`src/rtl/uart_rx_fifo.sv`:
```
// uart_rx_fifo: UART receiver (5-8 data bits, optional parity, 1/2 stop bits) feeding a first-word-fall-through character FIFO; define RX_MAJORITY_EN for 2-of-3 bit sampling
module uart_rx_fifo #(
   parameter int FIFO_DEPTH = 4,
   parameter int K_W = 19
) (
   input  logic                         clk,
   input  logic                         reset,
   input  logic                         rx,
   input  logic [1:0]                   data_bits,
   input  logic                         pen,
   input  logic                         ohel,
   input  logic                         two_stop,
   input  logic [K_W-1:0]               k,
   input  logic                         rd,
   output logic [7:0]                   uart_rdata,
   output logic [5:0]                   rx_status,
   output logic [$clog2(FIFO_DEPTH):0]  fifo_count
);
   localparam int AW = $clog2(FIFO_DEPTH);
   localparam logic [AW:0] DEPTH_C = FIFO_DEPTH[AW:0];
   typedef enum logic [2:0] {IDLE, START, DATA, PARITY, STOP1, STOP2, HOLD} state_t;
   state_t state, state_nx;
   logic rx_meta, rxs, samp, btu, commit, ferr_c, brk_c, push, pop, full, empty, ovf;
   logic par_r, perr_r, ferr_r, brk_r;
   logic [K_W-1:0] cnt, target;
   logic [2:0] bcnt, last;
   logic [7:0] sh;
   logic [10:0] mem [FIFO_DEPTH];
   logic [10:0] head;
   logic [AW-1:0] wp, rp;

   // two-flop synchroniser on the asynchronous line, idling high
   always_ff @(posedge clk)
      if (reset) {rxs, rx_meta} <= 2'b11;
      else {rxs, rx_meta} <= {rx_meta, rx};

`ifdef RX_MAJORITY_EN
   logic [1:0] hist;
   // the two previous synchronised values, voted with the current one at target
   always_ff @(posedge clk)
      if (reset) hist <= 2'b11;
      else hist <= {hist[0], rxs};
   assign samp = (hist[1] & hist[0]) | (hist[1] & rxs) | (hist[0] & rxs);
`else
   assign samp = rxs;
`endif

   // state register
   always_ff @(posedge clk)
      if (reset) state <= IDLE;
      else state <= state_nx;

   // next-state logic; a framing error parks in HOLD until the line goes high
   always_comb begin
      state_nx = state;
      case (state)
         IDLE:    if (!rxs) state_nx = START;
         START:   if (btu) state_nx = samp ? IDLE : DATA;
         DATA:    if (btu && bcnt == last) state_nx = pen ? PARITY : STOP1;
         PARITY:  if (btu) state_nx = STOP1;
         STOP1:   if (btu) state_nx = two_stop ? STOP2 : (ferr_c ? HOLD : IDLE);
         STOP2:   if (btu) state_nx = ferr_c ? HOLD : IDLE;
         HOLD:    if (rxs) state_nx = IDLE;
         default: state_nx = IDLE;
      endcase
   end

   // per-state decode: bit tick, commit strobe and the final error flags of the frame
   always_comb begin
      last = {1'b0, data_bits} + 3'd4;
      target = (state == START) ? k >> 1 : k;
      btu = state != IDLE && state != HOLD && cnt == target;
      commit = btu && (state == STOP2 || (state == STOP1 && !two_stop));
      ferr_c = !samp || (state == STOP2 && ferr_r);
      brk_c = (state == STOP2) ? brk_r : (sh == 8'd0 && !(pen && par_r) && !samp);
   end

   // bit timer, LSB-first data capture and per-frame error capture
   always_ff @(posedge clk)
      if (reset || state == IDLE || state == HOLD) begin
         cnt <= '0;
         bcnt <= '0;
         sh <= '0;
         par_r <= 1'b0;
         perr_r <= 1'b0;
         ferr_r <= 1'b0;
         brk_r <= 1'b0;
      end else begin
         cnt <= btu ? '0 : cnt + 1'b1;
         if (btu && state == DATA) begin
            sh[bcnt] <= samp;
            bcnt <= bcnt + 1'b1;
         end
         if (btu && state == PARITY) begin
            par_r <= samp;
            perr_r <= samp != (^sh ^ ohel);
         end
         if (btu && state == STOP1) begin
            ferr_r <= ferr_c;
            brk_r <= brk_c;
         end
      end

   assign empty = fifo_count == '0;
   assign full = fifo_count == DEPTH_C;
   assign pop = rd && !empty;
   assign push = commit && (!full || pop);

   // character storage; no reset needed since the head is masked while empty
   always_ff @(posedge clk)
      if (push) mem[wp] <= {brk_c, ferr_c, perr_r, sh};

   // pointers, occupancy and sticky overflow, which only a real pop clears
   always_ff @(posedge clk)
      if (reset) begin
         wp <= '0;
         rp <= '0;
         fifo_count <= '0;
         ovf <= 1'b0;
      end else begin
         if (push) wp <= wp + 1'b1;
         if (pop) rp <= rp + 1'b1;
         fifo_count <= fifo_count + {{AW{1'b0}}, push} - {{AW{1'b0}}, pop};
         if (pop) ovf <= 1'b0;
         else if (commit && full) ovf <= 1'b1;
      end

   // head entry presented combinationally, zero when empty
   always_comb begin
      head = empty ? '0 : mem[rp];
      uart_rdata = head[7:0];
      rx_status = {head[10], ovf, head[9], head[8], !empty, full};
   end
endmodule

```
`config.mk`:
```
export PLATFORM = sky130hd
export DESIGN_NAME = uart_rx_fifo
export DESIGN_NICKNAME = d
export VERILOG_FILES = /design/src/rtl/uart_rx_fifo.sv
export SDC_FILE = /design/constraint.sdc
export NUM_CORES = 1
export LEC_CHECK = 0
export ABC_CLOCK_PERIOD_IN_PS = 7350
export CORE_ASPECT_RATIO = 1.75
export CORE_MARGIN = 2
export CORE_UTILIZATION = 40
export DETAILED_ROUTE_END_ITERATION = 10
export DONT_BUFFER_PORTS = 1
export PLACE_DENSITY = 0.56
export SETUP_SLACK_MARGIN = 0.2
export SYNTH_ARGS = -nofsm -noshare
export SYNTH_HDL_FRONTEND = slang
export SYNTH_SLANG_ARGS = --single-unit
```
`constraint.sdc`:
```
create_clock -name clk -period 7.35 [get_ports clk]
set_input_delay 1.47 -clock clk [delete_from_list [all_inputs] [get_ports clk]]
set_output_delay 1.47 -clock clk [all_outputs]
set_load 0.02 [all_outputs]
```
==> key figures, run 1 <==
Status
  • Status: finished, final reports clean

STA
  • Measured slew at the worst slew-check pin: ~750 ps
  • Period utilization: 52.1%
  • Hold_ws: ~450 ps
  • Fin Setup TNS: 0 ps
  • Max-slew violations: 0
  • Worst Skew: around 6.9 ps
  • Final Critical Period: between 3000 and 4000 ps
  • RSZ-0062 raised after global routing: false
  • Slew HR: 50.0%
  • Final worst slack: about 3500 ps
  • Hold Vio Cnt, Final: 0
  • Max Clk Rate: 261 MHz
  • Final setup violating endpoints: 0

Yosys
  • Top-count cell post-synth: dfxtp_1
  • Mux contribution to synthesized area: approximately 6.1%
  • Ys flop type: dfxtp_1
  • Post-synthesis sequential area ratio: ~47%
  • Most instantiated cells after synthesis: dfxtp_1 (49), edfxtp_1 (44), nor2_1 (40), inv_1 (29), nand2_1 (26)
  • Post-synth EDFFs: 44
  • Top-area cell type share of the netlist area: 27.0%
  • Flops & latches, synth: 93
  • Synth Instances: between 400 and 500
  • Adder-cell area share of the yosys netlist: under 10%
  • Largest family of logic cells by synthesized area: simple AND/OR/NAND/NOR gates
  • Synth top area cells: edfxtp_1 (27%), dfxtp_1 (20%), mux4_2 (5.1%)
  • Post-synthesis cell type count: 61
  • Post-synthesis simple-gate area fraction: a little under a fifth
  • Asr flop ratio synth: 0%
  • Area leader, netlist: edfxtp_1
  • Synth Area per Inst: 10.1 sq um
  • Synthesized net count: approximately 520
  • Xor/xnor share of the synthesized area: 7.86%
  • Post-synthesis compound-gate area fraction: approximately 11%
  • Warnings from Yosys: 0
  • Cell Area, Synth: approximately 4900 sq um

Clocking
  • CTS tree: built
  • Max Root-Sink Buffers: 2
  • Clock sink count: just over 90
  • H-tree Lvls: 3
  • CTS clk-pin slew, worst paths: roughly 70 ps
  • CTS hold repair buffers: 0
  • Root buf cell: clkbuf_16
  • Clk_lat worst skew: 340 ps
  • PostCTS Resize Cnt: 0
  • Setup bufs post-CTS: 0
  • CTS buffer count: 9

Detailed routing
  • Vias: between 3000 and 4000
  • Drt total wl: 10900 microns
  • Pre-antenna DRT Iters: 5
  • Vias/cell: 5.46
  • DRC viols: 0
  • Antenna viol nets, final: 0
  • Detailed Route Iter0 Violations: roughly 140
  • WL/cell: roughly 17 microns

Global route
  • Largest net degree at the start of global routing: 30
  • Vias in the first global route: ~3500
  • Total Routing Usage GR: between 10% and 20%
  • Global-route wire length before repair: about 18000 microns
  • GRT overflow: 0
  • Initial antenna violation count: 0

Critical path
  • Crit-path slowest cell: and4_1
  • Crit Path Class: in -> reg
  • Max FO, Critical Path: 17
  • Startpoint Class: input port
  • Crit. End Element: flip-flop
  • Worst path cell trace: nor2b_1, a2111oi_0, nand4_1, a221oi_2, and4_1, and3_1
  • Arrival @ worst endpoint: approximately 3800 ps
  • Buf/Inv on CP: 0
  • Data required, critical path: 7320 ps
  • Reg2Reg Setup Slack: about 3800 ps
  • Crit path max-delay family: simple AND/OR/NAND/NOR gates
  • CP max stage delay: about 630 ps

Worst hold path
  • Worst Hold Class: reg -> reg

Die
  • Row cnt: 53
  • Die width: 87.6 microns
  • Core Area: between 10000 and 15000 sq um
  • Starting density of the core: 40.7%
  • IO Pins: 45
  • Die area: roughly 13000 sq um
  • Die Y: ~150 microns

Cells and area
  • # diodes: 0
  • Fill cells: approximately 1200
  • Layout net count: around 500
  • Register area: between 2000 and 2500 sq um
  • Final Util: between 40 and 50%
  • Area delta synth->final: 7.81%
  • Share of cells above drive strength 1: under 10%
  • Multi-input gate area: 2310 sq um

Power
  • Leakage: between 1.5 and 2 nW
  • Pwr/cell area: around 250 nW/um^2
  • Design Power: around 0.0013 W
  • Worst VDD drop: about 0.12 mV

Place
  • Pre-CTS setup slack: 3180 ps
  • DPL Wire Length: between 8000 and 9000 microns
  • Final GP Congestion: about 0.93
  • Port bufs: 0

Flow run
  • MaxCap Viol Count: 0
logic make-up after synthesis:
| kind of cell | Yosys count |
|---|---|
| muxes | 16 |
| DFF | 93 |
| xor gates and xnor gates | 43 |
| AOI/OAI and AO/OA | 82 |
| buffers and inverters | 59 |
| adders and majority gates | 12 |
| and+or+nand+nor | 178 |
layout by cell type, fill, tap and decap left out, types with 4 or more instances in the layout:
cell type	instances
nand3_1	24
o21ai_0	22
xnor2_1	24
and3_1	13
a31oi_1	4
or3_1	11
nor3_1	9
xor2_1	18
and2_1	14
clkbuf_16	10
ha_1	11
dfxtp_1	49
nor2_1	40
o22ai_1	4
edfxtp_1	44
nand4_1	5
nand2_1	26
nor2b_1	17
inv_1	29
mux4_2	11
a21oi_1	23
sequential cells by signal (all words and copies together) (netlist names), 2 cells and up, named ones only:
name,count
wp,2
mem,44
bcnt,3
fifo_count,3
sh,8
state,3
cnt,19
rp,2
layer usage:
metal	track usage, %	vias up	share of wire [%]
li1	-	1695	-
met1	17.1	1655	36
met3	3.84	31	3.7
met2	33.1	95	57
met4	9.31	0	4.0
met5	0	-	0
layout make-up:
class | count | area share (%)
clock inverters | 4 | 0.973
repair buffers | 2 | 0.285
inverters | 30 | 2.14
flip-flops and latches | 93 | 43.7
well taps | 165 | 3.92
multi-input cells | 331 | 43.9
clock buffers | 12 | 5.08
metrics by stage:
step / std cells / instance area (sq um)
after floorplan: 483 / 4890
after global placement: 621 / 4950
after detailed placement: 621 / 4950
after CTS: 637 / 5270
after global routing: 637 / 5270
final: 637 / 5270
power by group:
part / internal, W / total (W) / leakage (nW) / switching (W)
sequential: 0.000554 / 0.000596 / 0.799 / 0.0000420
clock: 0.000295 / 0.000485 / 0.156 / 0.000190
combinational: 0.000102 / 0.000253 / 0.797 / 0.000151
final timing paths:
| check | start | end | depth (start not counted) |
|---|---|---|---|
| setup / recovery | k[3] | mem[1][5] | 6 |
| hold / removal | rx_meta | rxs | 1 |
| setup reg to reg | state[2] | mem[1][5] | 6 |
| hold reg to reg | rx_meta | rxs | 1 |
Power figures use the tool's default switching activity.
==> inputs of run 2 (changes only) <==
ABC_CLOCK_PERIOD_IN_PS = 3500   (was 7350)
PLACE_DENSITY = 0.58   (was 0.56)
clock period = 3.5 ns   (was 7.35 ns; I/O delays follow)
==> key figures, run 2 (synthesis results as in run 1) <==
Status
  • Status: finished, final reports clean (unchanged)

Die
  • IO Pins: 45 (unchanged)
  • Die Y: 150 microns (unchanged)
  • Row cnt: 53 (unchanged)
  • Die area: 13200 sq um (unchanged)
  • Die width: 87.6 microns (unchanged)
  • Core Area: 12000 sq um (unchanged)
  • Starting density of the core: 40.7% (unchanged)

Cells and area
  • Biggest regs: mem (44), cnt (19), sh (8) (unchanged)
  • Register area: 2300 sq um (unchanged)
  • Share of cells above drive strength 1: 12.2% (was 7.84%)
  • Fill cells: 1150 (was 1161)
  • Commonest non-fill, non-tap cell in the layout: dfxtp_1 (unchanged)
  • Layout net count: 525 (was 507)
  • Largest register by flop count: mem (unchanged)
  • Largest register FFs: 44 (unchanged)
  • Commonest cells after routing, fill and taps aside: dfxtp_1 (49), edfxtp_1 (44), nor2_1 (40) (unchanged)
  • # diodes: 0 (unchanged)
  • Multi-input gate area: 2330 sq um (was 2310 sq um)
  • Area delta synth->final: 10.2% (was 7.81%)

Worst hold path
  • Hold wc startpoint: reset (was rx_meta)
  • Hold Path End: fifo_count[2] (was rxs)
  • Worst Hold Class: in -> reg (was reg -> reg)
  • Hold Path Stages: 1 (unchanged)

Detailed routing
  • Pre-antenna DRT Iters: 5 (unchanged)
  • WL/cell: 17.2 microns (was 17.1 microns)
  • Detailed Route Iter0 Violations: 192 (was 143)
  • DRC viols: 0 (unchanged)
  • Vias/cell: 5.36 (was 5.46)
  • Vias: 3511 (was 3476)
  • Antenna viol nets, final: 0 (unchanged)
  • Drt total wl: 11300 microns (was 10900 microns)

STA
  • Fin Setup TNS: 0 ps (unchanged)
  • Measured slew at the worst slew-check pin: 733 ps (was 749 ps)
  • Max Clk Rate: 317 MHz
  • Max-slew violations: 0 (unchanged)
  • Slew HR: 51.1% (was 50.0%)
  • RSZ-0062 raised after global routing: false (unchanged)
  • Hold_ws: 421 ps (was 447 ps)
  • Period utilization: about nine tenths
  • Worst Skew: 9.63 ps (was 6.90 ps)
  • Final setup violating endpoints: 0 (unchanged)
  • Final Critical Period: 3160 ps
  • Hold Vio Cnt, Final: 0 (unchanged)

Place
  • Final GP Congestion: 0.929 (was 0.934)
  • Port bufs: 0 (unchanged)
  • DPL Wire Length: 8740 microns (was 8390 microns)

Critical path
  • Crit. End Element: flip-flop (unchanged)
  • Startpoint Class: flip-flop (was input port)
  • FF-to-FF path depth: 12 (was 6)
  • Origin of the critical flop-to-flop path: state[2] (unchanged)
  • Crit Path Class: reg -> reg (was in -> reg)
  • RR Endpoint: fifo_count[2] (was mem[1][5])
  • Data required, critical path: 3740 ps (was 7320 ps)
  • Max FO, Critical Path: 20 (was 17)
  • Reg2Reg Setup Slack: 340 ps (was 3790 ps)
  • Arrival @ worst endpoint: 3400 ps (was 3810 ps)

Clocking
  • Clk_lat worst skew: 340 ps (about the same)
  • Clock sink count: 93 (unchanged)
  • H-tree Lvls: 3 (unchanged)
  • Max Root-Sink Buffers: 2 (unchanged)
  • Setup bufs post-CTS: 0 (unchanged)
  • CTS hold repair buffers: 0 (unchanged)
  • Root buf cell: clkbuf_16 (unchanged)
  • CTS clk-pin slew, worst paths: 70 ps (about the same)
  • CTS buffer count: 9 (unchanged)
  • CTS tree: built (unchanged)

Global route
  • Vias in the first global route: 3511 (unchanged)
  • Initial antenna violation count: 0 (unchanged)
  • Total Routing Usage GR: 17.9% (was 17.5%)
  • GRT overflow: 0 (unchanged)
  • Global-route wire length before repair: 17800 microns (was 17500 microns)
  • Largest net degree at the start of global routing: 29 (was 30)

Power
  • Leakage: 1.83 nW (was 1.75 nW)
  • Design Power: 0.00273 W (was 0.00133 W)
  • Worst VDD drop: 0.206 mV (was 0.117 mV)
  • Pwr/cell area: 507 nW/um^2 (was 253 nW/um^2)

Flow run
  • MaxCap Viol Count: 0 (unchanged)
## run 2: how the worst max path moves through the flow
stage                   from       endpoint  cells past startpoint
detailed placement     k[14]  fifo_count[2]                     11
global route        state[2]  fifo_count[2]                     12
floorplan              k[14]  fifo_count[2]                     11
global placement       k[14]  fifo_count[2]                     11
CTS                 state[2]  fifo_count[2]                     12
finish              state[2]  fifo_count[2]                     12
## run 2: routing by layer
| layer | wire length, microns | global-route usage [%] |
|---|---|---|
| met2 | 6100 | 32.2 |
| met5 | 0 | 0 |
| met3 | 506 | 4.00 |
| met1 | 4020 | 17.8 |
| met4 | 668 | 11.9 |
## run 2: cell type report
type	instances	share of cell area, %
clock inverter	7	1.09
multi-input combinational	331	43.3
tap	165	3.83
inverter	30	2.09
timing repair buffer	20	2.79
clock buffer	9	4.18
sequential	93	42.7
## run 2: through the flow
step / setup slack [ps] / instances / utilization (%) / cell area (sq um)
floorplan: 443 / 483 / - / 4890
global placement: 62.1 / 639 / 42.4 / 5090
detailed placement: 88.9 / 639 / 42.4 / 5090
CTS: 276 / 655 / 44.8 / 5380
global route: 194 / 655 / 44.9 / 5390
finish: 344 / 655 / 44.9 / 5390
## run 2: report_power, final
part,switching (W),internal (W)
logic,0.000326,0.000229
registers,0.0000892,0.00116
clock network,0.000432,0.000492
## run 2: critical path: stages, from the launching register on
cell       delay [ps]
dfxtp_1           390
buf_4             240
or3b_4            210
nand3_1            90
or4_4             440
a2111oi_2         330
and3_2            280
mux2i_1           200
nand2_1            70
ha_1              200
fa_1              380
xnor2_1           170
nor2_1             50
## run 2: what timing repair did
item / in CTS / in global routing
setup endpoints to repair: 2 / 2
gates cloned: 0 / 0
resized for setup: 1 / 4
endpoints found under the hold margin: 0 / 0
==> inputs of run 3 (changes only) <==
CORE_MARGIN = 4   (was 2)
==> key figures, run 3 (synthesis results as in run 1) <==
STA
  • Measured slew at the worst slew-check pin: 769 ps (was 733 ps)
  • Slew HR: 48.7% (was 51.1%)
  • Worst Skew: 7.76 ps (was 9.63 ps)
  • Final worst slack: 421 ps (was 344 ps)
  • Max-slew violations: 0 (unchanged)
  • Final Critical Period: 3080 ps (was 3160 ps)
  • Period utilization: 88.0% (was 90.2%)
  • RSZ-0062 raised after global routing: false (unchanged)
  • Hold Vio Cnt, Final: 0 (unchanged)
  • Fin Setup TNS: 0 ps (unchanged)
  • Max Clk Rate: 325 MHz (was 317 MHz)
  • Final setup violating endpoints: 0 (unchanged)

Global route
  • Global route hottest layer: met2 (unchanged)
  • Total Routing Usage GR: 17.2% (was 17.9%)
  • GRT overflow: 0 (unchanged)
  • M2 GR Usage: 32.1% (was 32.2%)
  • Global-route wire length before repair: 18900 microns (was 17800 microns)
  • Initial antenna violation count: 0 (unchanged)
  • Largest net degree at the start of global routing: 29 (unchanged)
  • GR Layer Usage met3: 4.48% (was 4.00%)
  • Met1 Track Usage GR: 16.1% (was 17.8%)
  • Vias in the first global route: 3868 (was 3511)

Detailed routing
  • WL/cell: 17.7 microns (was 17.2 microns)
  • Vias: 3606 (was 3511)
  • Drt total wl: 11600 microns (was 11300 microns)
  • Pre-antenna DRT Iters: 4 (was 5)
  • Vias/cell: 5.51 (was 5.36)
  • DRC viols: 0 (unchanged)
  • Detailed Route Iter0 Violations: 177 (was 192)
  • Antenna viol nets, final: 0 (unchanged)

Cells and area
  • Fill cells: 1156 (was 1150)
  • # diodes: 0 (unchanged)
  • Area delta synth->final: 10.6% (was 10.2%)
  • Share of cells above drive strength 1: 12.4% (was 12.2%)
  • Commonest cells after routing, fill and taps aside: dfxtp_1 (49), edfxtp_1 (44), nor2_1 (40) (unchanged)
  • Biggest regs: mem (44), cnt (19), sh (8) (unchanged)
  • Layout net count: 525 (unchanged)
  • Commonest non-fill, non-tap cell in the layout: dfxtp_1 (unchanged)
  • Largest register FFs: 44 (unchanged)
  • Largest register by flop count: mem (unchanged)

Power
  • Leakage: 1.83 nW (about the same)
  • Worst VDD drop: 0.245 mV (was 0.206 mV)
  • Pwr/cell area: 509 nW/um^2 (was 507 nW/um^2)

Die
  • Row cnt: 53 (unchanged)
  • Die Y: 154 microns (was 150 microns)
  • Die width: 91.6 microns (was 87.6 microns)
  • Core Area: 12000 sq um (unchanged)
  • IO Pins: 45 (unchanged)
  • Die area: 14100 sq um (was 13200 sq um)
  • Starting density of the core: 40.7% (unchanged)

Flow run
  • MaxCap Viol Count: 0 (unchanged)

Clocking
  • CTS buffer count: 9 (unchanged)
  • Max Root-Sink Buffers: 2 (unchanged)
  • CTS hold repair buffers: 0 (unchanged)
  • Clk_lat worst skew: 340 ps (about the same)
  • Clock sink count: 93 (unchanged)
  • H-tree Lvls: 3 (unchanged)
  • Root buf cell: clkbuf_16 (unchanged)
  • CTS tree: built (unchanged)
  • CTS clk-pin slew, worst paths: 70 ps (about the same)

Critical path
  • Origin of the critical flop-to-flop path: state[0] (was state[2])
  • Max FO, Critical Path: 14 (was 20)
  • Reg2Reg Setup Slack: 420 ps (was 340 ps)
  • FF-to-FF path depth: 12 (unchanged)
  • Arrival @ worst endpoint: 3320 ps (was 3400 ps)
  • Startpoint Class: flip-flop (unchanged)
  • Crit Path Class: reg -> reg (unchanged)
  • Worst Setup SP: state[0] (was state[2])
  • Crit. End Element: flip-flop (unchanged)
  • Data required, critical path: 3740 ps (about the same)

Place
  • Port bufs: 0 (unchanged)
  • Final GP Congestion: 0.896 (was 0.929)
  • DPL Wire Length: 8930 microns (was 8740 microns)
  • Pre-CTS setup slack: 11.8 ps (was 88.9 ps)

Worst hold path
  • Worst Hold Class: in -> reg (unchanged)
  • Hold wc startpoint: reset (unchanged)
  • Hold Path Stages: 1 (unchanged)

Status
  • Status: finished, final reports clean (unchanged)
[run 3: changes by cell type in the layout (fill, tap and decap cells not counted), sizes merged]
| cell | before | now |
|---|---|---|
| buf | 20 | 19 |
| clkinvlp | 3 | 1 |
| clkinv | 2 | 4 |
| or3b | 1 | 2 |
[run 3: layout make-up]
cell class / instances / area [sq um] / share of cell area [%]
clock inverters: 7 / 65.1 / 1.20
flip-flops and latches: 93 / 2300 / 42.6
clock buffers: 9 / 225 / 4.17
inverters: 30 / 113 / 2.08
repair buffers: 19 / 146 / 2.71
multi-input cells: 332 / 2350 / 43.4
well taps: 165 / 206 / 3.82
[run 3: layer usage]
metal,up-vias,part of all wire [%]
met3,48,5.1
met4,0,6.3
met2,103,54
met1,1722,35
li1,1733,-
met5,-,0
[run 3: final timing paths]
kind,to
hold / removal,wp[0]
setup / recovery,fifo_count[2]
hold reg to reg,rxs
setup reg to reg,fifo_count[2]
[run 3: where the power goes]
group | switching [W] | internal, W
registers | 0.0000883 | 0.00116
clock network | 0.000443 | 0.000498
logic | 0.000327 | 0.000231
[run 3: critical path, cell delays in order, from the launching register on]
cell,delay (ps)
dfxtp_1,310
buf_4,180
or3b_4,300
nand3_1,100
or4_4,440
a2111oi_2,370
and3_4,260
mux2i_1,170
nand2_1,70
ha_1,200
fa_1,380
xnor2_1,170
nor2_1,50
[run 3: repair_timing]
item	in CTS	in global routing
gates cloned	0	1
gates resized for setup	1	7
setup buffers	0	1
pin swaps	0	1
endpoints found under the setup margin	2	2
[run 3: metrics by stage]
stage / hold slack [ps] / std cells / util, % / cell area (sq um) / power, W
global route: 403 / 655 / 45.0 / 5410 / 0.00290
floorplan: 389 / 483 / - / 4890 / 0.00175
finish: 421 / 655 / 45.0 / 5410 / 0.00275
CTS: 405 / 653 / 44.7 / 5360 / 0.00280
detailed placement: 416 / 637 / 42.2 / 5070 / 0.00185
global placement: 415 / 637 / 42.2 / 5070 / 0.00185
